==> src/rtl/periph_sb_router_if.sv <==
// Core-side data-memory bus between the core and the peripheral router.
// Signals: req_i, write_enable_i, addr_i, write_data_i (core to router);
// read_data_o, read_valid_o (router to core).
interface periph_sb_router_if;
  logic        req_i;
  logic        write_enable_i;
  logic [31:0] addr_i;
  logic [31:0] write_data_i;
  logic [31:0] read_data_o;
  logic        read_valid_o;

  modport master (
    output req_i,
    output write_enable_i,
    output addr_i,
    output write_data_i,
    input  read_data_o,
    input  read_valid_o
  );

  modport slave (
    input  req_i,
    input  write_enable_i,
    input  addr_i,
    input  write_data_i,
    output read_data_o,
    output read_valid_o
  );
endinterface

==> src/rtl/periph_sb_router.sv <==
// Peripheral system-bus router: decodes core requests to one-hot device
// requests, returns registered device read data one cycle later, and
// logs/counts accesses that hit no mapped device.
// Ports: clk_i, rst (sync, active-high); bus (core side, slave modport);
// dev_req_o/dev_we_o/dev_addr_o/dev_wdata_o forward to devices;
// dev_rdata_i packed device read data (dev k at [32k+31:32k]);
// err_o pulse, err_addr_o last bad address, err_cnt_o saturating count.
module periph_sb_router #(
  parameter int unsigned NUM_DEV   = 8,
  parameter logic [7:0]  PERIPH_HI = 8'hFF,
  parameter logic [31:0] ERR_RDATA = 32'hBAD0_ADD0
) (
  input  logic                   clk_i,
  input  logic                   rst,
  periph_sb_router_if.slave      bus,
  output logic [NUM_DEV-1:0]     dev_req_o,
  output logic                   dev_we_o,
  output logic [31:0]            dev_addr_o,
  output logic [31:0]            dev_wdata_o,
  input  logic [32*NUM_DEV-1:0]  dev_rdata_i,
  output logic                   err_o,
  output logic [31:0]            err_addr_o,
  output logic [7:0]             err_cnt_o
);

  localparam logic [7:0] NDEV = 8'(NUM_DEV);

  logic [7:0]  idx;
  logic        in_region;
  logic        hit;
  logic        bad;
  logic [31:0] rd_mux;
  logic [31:0] rdata;

  logic [3:0]  sel_q, sel_d;
  logic        pend_q, pend_d;
  logic        perr_q, perr_d;
  logic [31:0] last_q, last_d;
  logic        err_q, err_d;
  logic [31:0] eaddr_q, eaddr_d;
  logic [7:0]  cnt_q, cnt_d;

  assign idx       = bus.addr_i[23:16];
  assign in_region = (bus.addr_i[31:24] == PERIPH_HI);
  assign hit       = bus.req_i & in_region & (idx < NDEV);
  assign bad       = bus.req_i & ~hit;

  assign dev_we_o    = bus.write_enable_i;
  assign dev_addr_o  = {16'h0, bus.addr_i[15:0]};
  assign dev_wdata_o = bus.write_data_i;

  always_comb begin
    dev_req_o = '0;
    for (int k = 0; k < NUM_DEV; k++)
      dev_req_o[k] = hit && (idx == 8'(k));
  end

  // Device read ports are registered, so the mux uses the index
  // captured on the request cycle.
  always_comb begin
    rd_mux = '0;
    for (int k = 0; k < NUM_DEV; k++)
      if (sel_q == 4'(k))
        rd_mux = dev_rdata_i[32*k +: 32];
  end

  always_comb begin
    rdata = last_q;
    if (pend_q && !perr_q)
      rdata = rd_mux;
    else if (pend_q)
      rdata = ERR_RDATA;
  end

  assign bus.read_data_o  = rdata;
  assign bus.read_valid_o = pend_q;

  always_comb begin
    pend_d  = bus.req_i & ~bus.write_enable_i;
    perr_d  = bad & ~bus.write_enable_i;
    sel_d   = hit ? idx[3:0] : sel_q;
    last_d  = pend_q ? rdata : last_q;
    err_d   = bad;
    eaddr_d = bad ? bus.addr_i : eaddr_q;
    cnt_d   = cnt_q;
    if (bad && cnt_q != 8'hFF)
      cnt_d = cnt_q + 8'd1;
  end

  always_ff @(posedge clk_i) begin
    if (rst) begin
      sel_q   <= '0;
      pend_q  <= 1'b0;
      perr_q  <= 1'b0;
      last_q  <= '0;
      err_q   <= 1'b0;
      eaddr_q <= '0;
      cnt_q   <= '0;
    end else begin
      sel_q   <= sel_d;
      pend_q  <= pend_d;
      perr_q  <= perr_d;
      last_q  <= last_d;
      err_q   <= err_d;
      eaddr_q <= eaddr_d;
      cnt_q   <= cnt_d;
    end
  end

  assign err_o      = err_q;
  assign err_addr_o = eaddr_q;
  assign err_cnt_o  = cnt_q;

endmodule

==> src/flat_wrapper.sv <==
// flat-port wrapper written by rule: the top's interface ports become plain ports
module periph_sb_router_flat 
#(
  parameter int unsigned NUM_DEV   = 8,
  parameter logic [7:0]  PERIPH_HI = 8'hFF,
  parameter logic [31:0] ERR_RDATA = 32'hBAD0_ADD0
)
  (clk_i, rst, dev_req_o, dev_we_o, dev_addr_o, dev_wdata_o, dev_rdata_i, err_o, err_addr_o, err_cnt_o, bus_req_i, bus_write_enable_i, bus_addr_i, bus_write_data_i, bus_read_data_o, bus_read_valid_o);
  periph_sb_router_if bus_i ();
  input  logic clk_i;
  input  logic rst;
  output logic [NUM_DEV-1:0] dev_req_o;
  output logic dev_we_o;
  output logic [31:0] dev_addr_o;
  output logic [31:0] dev_wdata_o;
  input  logic [32*NUM_DEV-1:0] dev_rdata_i;
  output logic err_o;
  output logic [31:0] err_addr_o;
  output logic [7:0] err_cnt_o;
  input wire logic [$bits(bus_i.req_i)-1:0] bus_req_i;
  input wire logic [$bits(bus_i.write_enable_i)-1:0] bus_write_enable_i;
  input wire logic [$bits(bus_i.addr_i)-1:0] bus_addr_i;
  input wire logic [$bits(bus_i.write_data_i)-1:0] bus_write_data_i;
  output wire logic [$bits(bus_i.read_data_o)-1:0] bus_read_data_o;
  output wire logic [$bits(bus_i.read_valid_o)-1:0] bus_read_valid_o;
  assign bus_i.req_i = bus_req_i;
  assign bus_i.write_enable_i = bus_write_enable_i;
  assign bus_i.addr_i = bus_addr_i;
  assign bus_i.write_data_i = bus_write_data_i;
  assign bus_read_data_o = bus_i.read_data_o;
  assign bus_read_valid_o = bus_i.read_valid_o;
  periph_sb_router #(.NUM_DEV(NUM_DEV), .PERIPH_HI(PERIPH_HI), .ERR_RDATA(ERR_RDATA)) u_core (.clk_i(clk_i), .rst(rst), .bus(bus_i), .dev_req_o(dev_req_o), .dev_we_o(dev_we_o), .dev_addr_o(dev_addr_o), .dev_wdata_o(dev_wdata_o), .dev_rdata_i(dev_rdata_i), .err_o(err_o), .err_addr_o(err_addr_o), .err_cnt_o(err_cnt_o));
endmodule
==> config.mk <==
export PLATFORM = sky130hd
export DESIGN_NAME = periph_sb_router_flat
export DESIGN_NICKNAME = d
export VERILOG_FILES = /design/src/rtl/periph_sb_router_if.sv /design/src/rtl/periph_sb_router.sv /design/src/flat_wrapper.sv
export SDC_FILE = /design/constraint.sdc
export NUM_CORES = 1
export LEC_CHECK = 0
export ABC_AREA = 1
export BUFFER_PORTS_ARGS = -buffer_cell sky130_fd_sc_hd__clkbuf_2
export CAP_MARGIN = 20
export CORE_AREA = 8 8 178 180
export CTS_BUF_LIST = sky130_fd_sc_hd__clkbuf_16
export DETAILED_ROUTE_END_ITERATION = 10
export DIE_AREA = 0 0 186 188
export HOLD_SLACK_MARGIN = 0.05
export SETUP_SLACK_MARGIN = 0.05
export SLEW_MARGIN = 0
export SYNTH_ARGS = -nofsm -noshare
export SYNTH_HDL_FRONTEND = slang
export SYNTH_SLANG_ARGS = --single-unit
==> constraint.sdc <==
create_clock -name clk_i -period 3.85 [get_ports clk_i]
set_input_delay 0.77 -clock clk_i [delete_from_list [all_inputs] [get_ports clk_i]]
set_output_delay 0.77 -clock clk_i [all_outputs]
set_load 0.01 [all_outputs]
### Word-level counts from Yosys, hierarchy flattened

Cells that the tools add are included.

* bits in registers: 79
* bits of input ports: 324
* output and inout port bits: 147
* logic and storage cells: 55

* add/subtract/negate cells: 1
* magnitude comparators: 1
* eq/ne operators: 16
* muxes and demuxes: 10
* bitwise gates (word level): 7
* reduce and logical (&&, ||, !) cells: 13

Operators by type and width (count)
* 2-to-1 mux 32 bit: 10
* equality test 8 x 3 -> 1 bit, second input constant: 4
* equality test 4 x 3 -> 1 bit, second input constant: 4
* equality test 8 x 2 -> 1 bit, second input constant: 2
* logical AND 1 bit: 10
* adder 8 x 1 -> 8 bit, second input constant: 1
* equality test 4 x 2 -> 1 bit, second input constant: 2
* equality test 8 x 1 -> 1 bit, second input constant: 1
* equality test 8 bit, second input constant: 1
* zero test 8 bit: 1
* less-than comparator 8 x 4 -> 1 bit, second input constant: 1
* inequality test 8 bit, second input constant: 1
* AND 1 bit: 5
* equality test 4 x 1 -> 1 bit, second input constant: 1
* zero test 4 bit: 1
* inverter 1 bit: 2
* zero test 1 bit: 1

### Logic depth before layout (Yosys ltp)

Gate-level depths: netlist of run 1.

* depth after elaboration: 10
* depth in mapped cells: 10
* gate-level depth less buffers: 9

### Worst setup path before layout of run 1

No wires, ideal clock.

* kind: input to output
* start point: in bus_addr_i[19]
* end point: out dev_req_o[0]
* arrival: 1.557 ns
* data required time: 3.080 ns
* setup slack: 1.523 ns
* stages: 5
* buffers on the path: 0
* cells stage by stage: nor2_1 > nand3_1 > nor3_2 > nand3_1 > nor2_1

* longest elaborated chain between the ends: 3
* elaborated cells on any way between the ends: 4
* those cells by class: 1 x order compare; 1 x bitwise; 2 x reduce/logical

RTL lines
* start: declaration: RTL line flat_wrapper.sv:22 `input wire logic [$bits(bus_i.addr_i)-1:0] bus_addr_i;`
* less-than comparator 8 x 4 -> 1 bit: RTL line periph_sb_router.sv:45 `assign hit = bus.req_i & in_region & (idx < NDEV);`
* AND 1 bit: RTL line periph_sb_router.sv:45
* logical AND 1 bit (*): RTL line periph_sb_router.sv:55 `dev_req_o[k] = hit && (idx == 8'(k));`
* end: declaration: RTL line flat_wrapper.sv:12 `output logic [NUM_DEV-1:0] dev_req_o;`

Every way passes the cells marked *; elsewhere a longest branch is shown, timed or not.

### Final worst setup path of run 1

* start point: reg u_core.sel_q[1]
* end point: out bus_read_data_o[7]

* longest elaborated chain between the ends: 10
* elaborated cells on any way between the ends: 17
* those cells by class: 7 x eq/ne; 9 x mux; 1 x reduce/logical

RTL lines
* start: declaration: RTL line periph_sb_router.sv:35 `logic [3:0] sel_q, sel_d;`
* start signal: assignment: RTL line periph_sb_router.sv:100 `sel_q <= sel_d;`
* zero test 4 bit: RTL line periph_sb_router.sv:63 `if (sel_q == 4'(k))`
* 2-to-1 mux 32 bit (7 in a row): RTL line periph_sb_router.sv:63
* 2-to-1 mux 32 bit (*): RTL line periph_sb_router.sv:63
* 2-to-1 mux 32 bit (*): RTL line periph_sb_router.sv:69 `if (pend_q && !perr_q)`
* end: declaration: RTL line flat_wrapper.sv:24 `output wire logic [$bits(bus_i.read_data_o)-1:0] bus_read_data_o;`

Marks and branches as above.

==> results.tsv, run 1 <==
stage	metric	value	unit
place	post-DP HPWL	24.7	mm
clock_network	CTS tree	done	
detailed_routing	routed via count	7298	
clock_network	postcts setup bufs	0	
grt	Top Usage Layer GRT	met2	
timing	Final Slew Violations	0	
timing	RSZ-0062 raised after global routing	false	
place	port bufs	390	
layout	P&R area growth vs syn	39.2	%
clock_network	H-tree levels	3	
timing	Worst-Margin Slew	0.830	ns
clock_network	CTS root buf	clkbuf_16	
worst_setup_path	r2r startpoint	u_core.sel_q[1]	
die	Die Wd	186	um
yosys	Synth Register Bits	79	
grt	number of global-route vias before repair	7237	
layout	layout cells sized above 1	34.9	%
yosys	Seq/Total Area, Yosys	27.9	%
yosys	top cells by area, synth	dfxtp_1, nand2_1, nand3_1	
hold_path	Hold WC Path Type	reg -> reg	
run	Max Cap Violations	0	
detailed_routing	residual DRC count	0	
yosys	Mapped Cells	954	
die	die height	188	um
worst_setup_path	CP Capture Type	output port	
yosys	Yosys warning count	0	
die	num rows	63	
worst_setup_path	Setup CP Type	reg -> out	
yosys	Synth cell types	25	
grt	antenna violations before repair	0	
yosys	xor/xnor share of the synthesized area	0.773	%
timing	Setup Viol. Count Final	0	
yosys	synth cell count leaders	nand2_1, nor2_1, nand3_1, inv_1, dfxtp_1	
timing	final count of hold timing violations	0	
yosys	mux contribution to synthesized area	0	%
hold_path	hold_sp	u_core.err_addr_o[30]	
timing	fmax	300	MHz
worst_setup_path	critical path startpoint category	flop	
pwr	P_leak	0.00432	uW
timing	relative slew slack	44.5	%
detailed_routing	Final ANT Viol Nets	0	
timing	post-route minimum period	3.34	ns
timing	Setup Skew	0.0101	ns
yosys	ys async rst share	0	%
grt	largest net degree at the start of global routing	41	
status	outcome	finished, final reports clean	
pwr	pwr/cell area	280	nW/um^2
detailed_routing	Routed WL per cell	17.6	um
clock_network	post-CTS sizing	0	
worst_setup_path	CP required	3.08	ns
yosys	Main synth FF type	dfxtp_1	
timing	setup_tns	0	ns
clock_network	CTS Buf Count	9	
layout	Non-Filler Instances	1664	
place	pre-CTS setup slack	0.800	ns
yosys	EDFF count, synth	0	
hold_path	Hold EP	u_core.err_addr_o[30]	
die	Core ar.	29000	sq um
yosys	adder-cell share of the synthesized area	0.221	%
grt	GRT Total Usage	15.7	%
layout	Final Util	27.2	%
clock_network	clk_lat worst skew	0.34	ns
clock_network	Worst-path clk slew	0.06	ns
clock_network	hold buffer count at cts	0	
grt	grt total ovfl	0	
yosys	average size of a mapped cell	5.94	sq um
grt	first-pass GRT wire length	41.8	mm
yosys	Simple-Gate Fraction of Synth Area	43.3	%
detailed_routing	Pre-antenna DRT Iters	5	
yosys	largest family of logic cells by synthesized area	simple AND/OR/NAND/NOR gates	
worst_setup_path	Max FO, Critical Path	17	
layout	Design Area, Final	7880	sq um
hold_path	Cells on Worst Hold Path	2	
yosys	Synth top area share	27.9	%
layout	# nets final	1594	
worst_setup_path	crit path DAT	2.57	ns
detailed_routing	final wirelength	29.4	mm
place	placed cell area	7580	sq um
yosys	Synth Area in Compound Gates	8.24	%
die	Die ar.	35000	sq um
yosys	top-count cell post-synth	nand2_1	
clock_network	Clock Sink Count	79	
yosys	post-synth top area cell	dfxtp_1	
detailed_routing	initial detailed-routing violation count	483	
layout	n_diodes	0	
timing	final setup margin	0.514	ns
yosys	mapped cell area	5660	sq um
place	Routability Congestion	0.918	
worst_setup_path	R2R depth	8	
grt	met3 GRT Util	4.47	%
grt	routing usage on met2	26.8	%
worst_setup_path	reg-to-reg endpoint	u_core.last_q[17]	
detailed_routing	post-DR vias/cell	4.39	
die	Initial Util	19.5	%
place	Placed Cells	1648	
clock_network	CTS max path bufs	2	
grt	M1 GR Usage	18.2	%
die	num ports	471	
pwr	maximum VDD drop	0.163	mV
worst_setup_path	r2r setup slk	1.67	ns
timing	Tcrit/Tclk final	86.7	%
[per-stage QoR]
step,hold slack [ns],total power [uW]
2_1_floorplan,0.451,1130
3_5_place_dp,0.463,1350
4_1_cts,0.473,2250
3_3_place_gp,0.461,1350
5_1_grt,0.498,2320
6_report,0.472,2210
[critical path, cell delays in order, from the launching register on]
cell and delay (ns):
dfxtp_1 0.53, inv_1 0.18, nor3_4 0.66, buf_4 0.35, nand2_1 0.08, nand4_1 0.13, nand2_1 0.09, inv_1 0.06
clkbuf_2 0.15
[routing by layer]
metal	part of all wire (%)	routed length, um
met1	40	11700
met2	48	14000
met3	9.5	2780
met4	2.9	865
met5	0	0
[cells in the final DEF, fill, tap and decap left out, types with 3 or more instances in the layout]
| cell | Yosys | layout |
|---|---|---|
| nor2_1 | 151 | 149 |
| buf_4 | 69 | 17 |
| clkbuf_16 | 0 | 9 |
| or2_2 | 4 | 4 |
| nor3_4 | 1 | 3 |
| clkbuf_2 | 0 | 390 |
| a21oi_1 | 51 | 51 |
| nor2_2 | 6 | 7 |
| xor2_1 | 4 | 4 |
| inv_2 | 5 | 5 |
| o21ai_0 | 41 | 41 |
| inv_1 | 95 | 95 |
| nand3_1 | 119 | 119 |
| conb_1 | 1 | 16 |
| inv_6 | 0 | 3 |
| nor3_1 | 4 | 4 |
| dfxtp_1 | 79 | 79 |
| nand2_1 | 209 | 209 |
| or2_1 | 3 | 3 |
| nand4_1 | 56 | 56 |
[worst max-delay path by stage]
stage / startpoint / endpoint / cells after the start
after global routing: u_core.sel_q[1] / bus_read_data_o[7] / 8
after global placement: u_core.sel_q[0] / bus_read_data_o[7] / 8
after floorplan: bus_addr_i[19] / dev_req_o[0] / 5
after CTS: u_core.sel_q[1] / bus_read_data_o[7] / 8
after detailed placement: u_core.sel_q[1] / bus_read_data_o[7] / 8
final: u_core.sel_q[1] / bus_read_data_o[7] / 8
[area by class of cell]
cell class                      instances  area, sq um
Clock buffer                            9          225
Clock inverter                          7         77.6
Fill cell                            3329        21100
Inverter                              100          375
Multi-Input combinational cell        672         3060
Sequential cell                        79         1580
Tap cell                              390          488
Timing Repair Buffer                  407         2080
[kinds of logic (layout without fill, tap and decap cells)]
| logic type | Yosys count | in the layout |
|---|---|---|
| compound gates | 93 | 93 |
| xor+xnor | 5 | 5 |
| fa+ha+maj | 1 | 1 |
| buf+inv | 218 | 523 |
| flops | 79 | 79 |
| other cells | 1 | 16 |
| simple gates | 557 | 557 |
[power breakdown]
| group | switching, uW | internal, uW |
|---|---|---|
| Clock | 371 | 510 |
| Combinational | 255 | 202 |
| Sequential | 16.7 | 857 |
| Total | 642 | 1570 |
[state kept, by name (all words and copies together) (netlist names)]
name                     cells
u_core.err_addr_o           32
u_core.last_q               32
u_core.err_cnt_o             8
u_core.sel_q                 4
u_core.bus.read_valid_o      1
u_core.err_o                 1
u_core.perr_q                1
Note: power is estimated with default switching activity, not from simulation.
==> run 2, diff against run 1 <==
==> constraint.sdc (replaced) <==
create_clock -name clk_i -period 3.85 [get_ports clk_i]
set_input_delay 0.385 -clock clk_i [delete_from_list [all_inputs] [get_ports clk_i]]
set_output_delay 0.385 -clock clk_i [all_outputs]
set_load 0.01 [all_outputs]
==> results.tsv, run 2 (synthesis results as in run 1) <==
stage	metric	value	unit
die	die height	188	um
die	Core ar.	29000	sq um
hold_path	Hold EP	u_core.err_addr_o[30]	
place	pre-CTS setup slack	1.11	ns
pwr	P_leak	0.00431	uW
worst_setup_path	critical path startpoint category	flop	
timing	final count of hold timing violations	0	
layout	# nets final	1593	
grt	grt total ovfl	0	
hold_path	Hold WC Path Type	in -> reg	
run	Max Cap Violations	0	
detailed_routing	Routed WL per cell	17.9	um
timing	RSZ-0062 raised after global routing	false	
clock_network	H-tree levels	3	
layout	commonest non-fill, non-tap cell in the layout	clkbuf_2	
place	port bufs	390	
clock_network	postcts setup bufs	0	
clock_network	CTS max path bufs	2	
worst_setup_path	r2r setup slk	1.48	ns
worst_setup_path	CP Capture Type	output port	
grt	antenna violations before repair	0	
die	num rows	63	
timing	Final Slew Violations	0	
hold_path	hold_sp	bus_addr_i[30]	
worst_setup_path	r2r startpoint	u_core.sel_q[1]	
clock_network	CTS tree	done	
pwr	Design Power	2210	uW
die	Initial Util	19.5	%
detailed_routing	Pre-antenna DRT Iters	5	
grt	number of global-route vias before repair	7554	
clock_network	post-CTS sizing	0	
clock_network	CTS root buf	clkbuf_16	
timing	Worst-Margin Slew	0.934	ns
detailed_routing	final wirelength	29.9	mm
layout	fill count	3392	
detailed_routing	residual DRC count	0	
timing	Setup Skew	0.00981	ns
grt	GRT Total Usage	16.2	%
worst_setup_path	R2R depth	8	
timing	setup_tns	0	ns
layout	layout cells sized above 1	34.8	%
timing	post-route minimum period	3.11	ns
layout	most frequent cells in the layout	clkbuf_2, nand2_1, nor2_1	
timing	relative slew slack	37.6	%
detailed_routing	routed via count	7399	
die	Die ar.	35000	sq um
pwr	pwr/cell area	280	nW/um^2
clock_network	Clock Sink Count	79	
die	num ports	471	
die	Die Wd	186	um
timing	final setup margin	0.745	ns
worst_setup_path	reg-to-reg endpoint	u_core.last_q[17]	
hold_path	Cells on Worst Hold Path	3	
place	Routability Congestion	0.936	
worst_setup_path	CP required	3.46	ns
status	outcome	finished, final reports clean	
grt	largest net degree at the start of global routing	44	
detailed_routing	Final ANT Viol Nets	0	
pwr	maximum VDD drop	0.162	mV
clock_network	hold buffer count at cts	0	
clock_network	Worst-path clk slew	0.07	ns
detailed_routing	initial detailed-routing violation count	473	
clock_network	CTS Buf Count	9	
worst_setup_path	Setup CP Type	reg -> out	
timing	fmax	322	MHz
layout	P&R area growth vs syn	39.0	%
worst_setup_path	Max FO, Critical Path	17	
timing	Setup Viol. Count Final	0	
worst_setup_path	crit path DAT	2.72	ns
place	post-DP HPWL	24.8	mm
detailed_routing	post-DR vias/cell	4.45	
grt	first-pass GRT wire length	43.6	mm
layout	Final Util	27.1	%
timing	Tcrit/Tclk final	80.7	%
clock_network	clk_lat worst skew	0.34	ns
==> run 2: power breakdown <==
group          leakage (uW)  switching [uW]  internal, uW
clock              0.000140             372           504
combinational       0.00352             253           201
sequential         0.000649            17.4           857
==> run 2: worst max path at each step <==
stage	start	to	slack [ns]	cells past startpoint
5_1_grt	u_core.sel_q[1]	bus_read_data_o[17]	0.53	9
3_5_place_dp	u_core.sel_q[1]	bus_read_data_o[17]	1.11	9
4_1_cts	u_core.sel_q[1]	bus_read_data_o[17]	0.71	9
3_3_place_gp	u_core.sel_q[1]	bus_read_data_o[17]	1.13	9
6_report	u_core.sel_q[1]	bus_read_data_o[17]	0.74	9
2_1_floorplan	u_core.bus.read_valid_o	bus_read_data_o[15]	2.04	9
==> run 2: critical path, cell delays in order, from the launching register on <==
cell and delay [ns]:
dfxtp_1 0.52, nand2_1 0.18, nor2_2 0.72, inv_1 0.27, nor2_1 0.16, nor2_1 0.06
nand4_1 0.11, nand3_1 0.11, nand2_1 0.10, clkbuf_2 0.14
==> run 2: metrics by stage <==
step,area [sq um],std cells,hold slack (ns)
2_1_floorplan,5720,969,0.451
3_3_place_gp,7570,1647,0.461
3_5_place_dp,7570,1647,0.464
4_1_cts,7870,1663,0.241
5_1_grt,7870,1663,0.261
6_report,7870,1664,0.260
==> run 2: area by class of cell <==
| class | instances | area (sq um) | share of cell area (%) |
|---|---|---|---|
| inverters | 100 | 375 | 4.77 |
| flip-flops and latches | 79 | 1580 | 20.1 |
| multi-input cells | 672 | 3060 | 38.8 |
| diodes | 1 | 2.50 | 0.0318 |
| clock buffers | 9 | 225 | 2.86 |
| repair buffers | 406 | 2070 | 26.3 |
| well taps | 390 | 488 | 6.20 |
| clock inverters | 7 | 71.3 | 0.906 |
==> run 2: layer usage <==
| metal | GRT usage [%] | part of all wire, % | wire [um] | up-vias |
|---|---|---|---|---|
| met1 | 19.4 | 41 | 12200 | 3375 |
| met5 | 0 | 0 | 0 | - |
| met4 | 5.31 | 2.5 | 744 | 0 |
| li1 | - | - | - | 3619 |
| met2 | 27.8 | 48 | 14300 | 355 |
| met3 | 3.99 | 8.8 | 2630 | 50 |
==> run 3, diff against run 2 <==
- clock period: 3.85 -> 2.5 ns (I/O delays scaled with it)
==> results.tsv, run 3 (synthesis results as in run 1) <==
stage	metric	value	unit
status	outcome	finished, final reports clean	
place	port bufs	390	
detailed_routing	residual DRC count	0	
timing	final count of hold timing violations	0	
timing	setup_tns	0	ns
worst_setup_path	R2R depth	7	
worst_setup_path	Max FO, Critical Path	33	
die	num ports	471	
timing	Setup Viol. Count Final	0	
grt	first-pass GRT wire length	43.4	mm
die	Initial Util	19.5	%
grt	antenna violations before repair	1	
clock_network	clk_lat worst skew	0.34	ns
die	Core ar.	29000	sq um
pwr	maximum VDD drop	0.312	mV
run	Max Cap Violations	0	
layout	n_diodes	0	
worst_setup_path	CP Capture Type	output port	
worst_setup_path	critical path's slowest cell	dfxtp_1	
pwr	Psw	974	uW
grt	GRT Total Usage	16.3	%
worst_setup_path	crit-path cells	inv_1, nand2_2, nor2_2, buf_12, inv_2, or2_2, nand3_1, nand2_1, clkbuf_2	
pwr	clock share of power	40.9	%
timing	relative slew slack	61.6	%
clock_network	hold buffer count at cts	0	
clock_network	Clock Sink Count	79	
place	post-DP HPWL	24.9	mm
timing	Tcrit/Tclk final	93.0	%
worst_setup_path	Setup CP Type	reg -> out	
worst_setup_path	critical path startpoint category	flop	
layout	commonest non-fill, non-tap cell in the layout	clkbuf_2	
layout	# nets final	1595	
detailed_routing	final wirelength	30.2	mm
worst_setup_path	Critical Path Stages	9	
grt	largest net degree at the start of global routing	85	
timing	Setup Skew	0.00782	ns
clock_network	Worst-path clk slew	0.06	ns
detailed_routing	Routed WL per cell	18.2	um
pwr	Gate power share	20.4	%
layout	P&R area growth vs syn	41.3	%
worst_setup_path	CP required	2.25	ns
grt	grt total ovfl	0	
place	Routability Congestion	0.947	
die	Die Wd	186	um
pwr	P_leak	0.00436	uW
detailed_routing	routed via count	7372	
pwr	pwr/cell area	434	nW/um^2
detailed_routing	Final ANT Viol Nets	0	
hold_path	Cells on Worst Hold Path	3	
detailed_routing	Pre-antenna DRT Iters	5	
clock_network	postcts setup bufs	0	
layout	most frequent cells in the layout	clkbuf_2, nand2_1, nor2_1	
detailed_routing	initial detailed-routing violation count	469	
hold_path	Hold WC Path Type	in -> reg	
die	Die ar.	35000	sq um
timing	Worst-Margin Slew	0.576	ns
pwr	switching share of total power	28.0	%
detailed_routing	post-DR vias/cell	4.43	
worst_setup_path	Max stage delay on crit path	0.33	ns
timing	fmax	430	MHz
timing	post-route minimum period	2.32	ns
worst_setup_path	CP delay by family, top	simple AND/OR/NAND/NOR gates	
clock_network	CTS tree	done	
timing	Hold WS	0.119	ns
clock_network	CTS Buf Count	9	
timing	Final Slew Violations	0	
clock_network	H-tree levels	3	
grt	number of global-route vias before repair	7308	
die	die height	188	um
die	num rows	63	
pwr	sequential share of power	38.7	%
clock_network	CTS max path bufs	2	
clock_network	CTS root buf	clkbuf_16	
worst_setup_path	worst path buffer plus inverter count	4	
worst_setup_path	crit path DAT	2.07	ns
layout	fill count	3358	
layout	layout cells sized above 1	35.7	%
timing	RSZ-0062 raised after global routing	true	
pwr	cell internal pwr	2500	uW
## run 3: cell types whose count changed in the layout (fill, tap and decap cells not counted), sizes merged
cell,previous run,this run
buf,16,18
bufinv,1,2
diode,1,0
inv,102,101
## run 3: cell type report
cell class	count	area, sq um	share of cell area [%]
Sequential cell	79	1590	19.8
Tap cell	390	488	6.10
Inverter	100	375	4.69
Multi-Input combinational cell	672	3080	38.4
Clock buffer	9	225	2.81
Timing Repair Buffer	408	2160	27.0
Clock inverter	7	88.8	1.11
## run 3: power by group through the flow
stage | registers [uW] | clock network (uW) | logic, uW
5_1_grt | 1350 | 1520 | 785
6_report | 1350 | 1420 | 707
4_1_cts | 1350 | 1480 | 715
3_5_place_dp | 1370 | 0 | 711
2_1_floorplan | 1390 | 0 | 346
3_3_place_gp | 1370 | 0 | 711
## run 3: through the flow
step                std cells  area (sq um)  setup WS (ns)  total power, uW  util, %
floorplan                 969          5720          0.823             1740        -
global placement         1649          7650          0.302             2080     26.4
detailed placement       1649          7650          0.268             2080     26.4
CTS                      1665          7970         0.0818             3540     27.5
global route             1665          8000         0.0339             3660     27.6
finish                   1665          8000          0.175             3470     27.6
## run 3: worst paths after layout
kind,startpoint,end,slack [ns]
worst max-delay path,u_core.sel_q[3],bus_read_data_o[30],0.18
worst min-delay path,bus_addr_i[30],u_core.err_addr_o[30],0.12
worst max register to register,u_core.err_cnt_o[1],u_core.err_cnt_o[0],0.72
worst min register to register,u_core.last_q[0],u_core.last_q[0],0.47
## run 3: worst register-to-register path: stages (launching register included)
cell     delay, ns
dfxtp_1       0.39
ha_1          0.23
nand3_1       0.09
nor2_1        0.17
nand3_1       0.28
nand2_1       0.33
o21ai_0       0.12
a21oi_1       0.12
## run 3: per-layer routing
| metal | up-vias | GRT usage [%] | wire, um |
|---|---|---|---|
| met4 | 2 | 5.07 | 756 |
| met2 | 353 | 27.7 | 14300 |
| met3 | 48 | 4.72 | 3110 |
| met1 | 3359 | 19.2 | 12100 |
| met5 | - | 0 | 13 |
| li1 | 3610 | - | - |
## run 3: what timing repair did
item	4_1_cts	5_1_grt
pin swaps	1	3
resized for setup	4	10
endpoints found under the setup margin	16	19
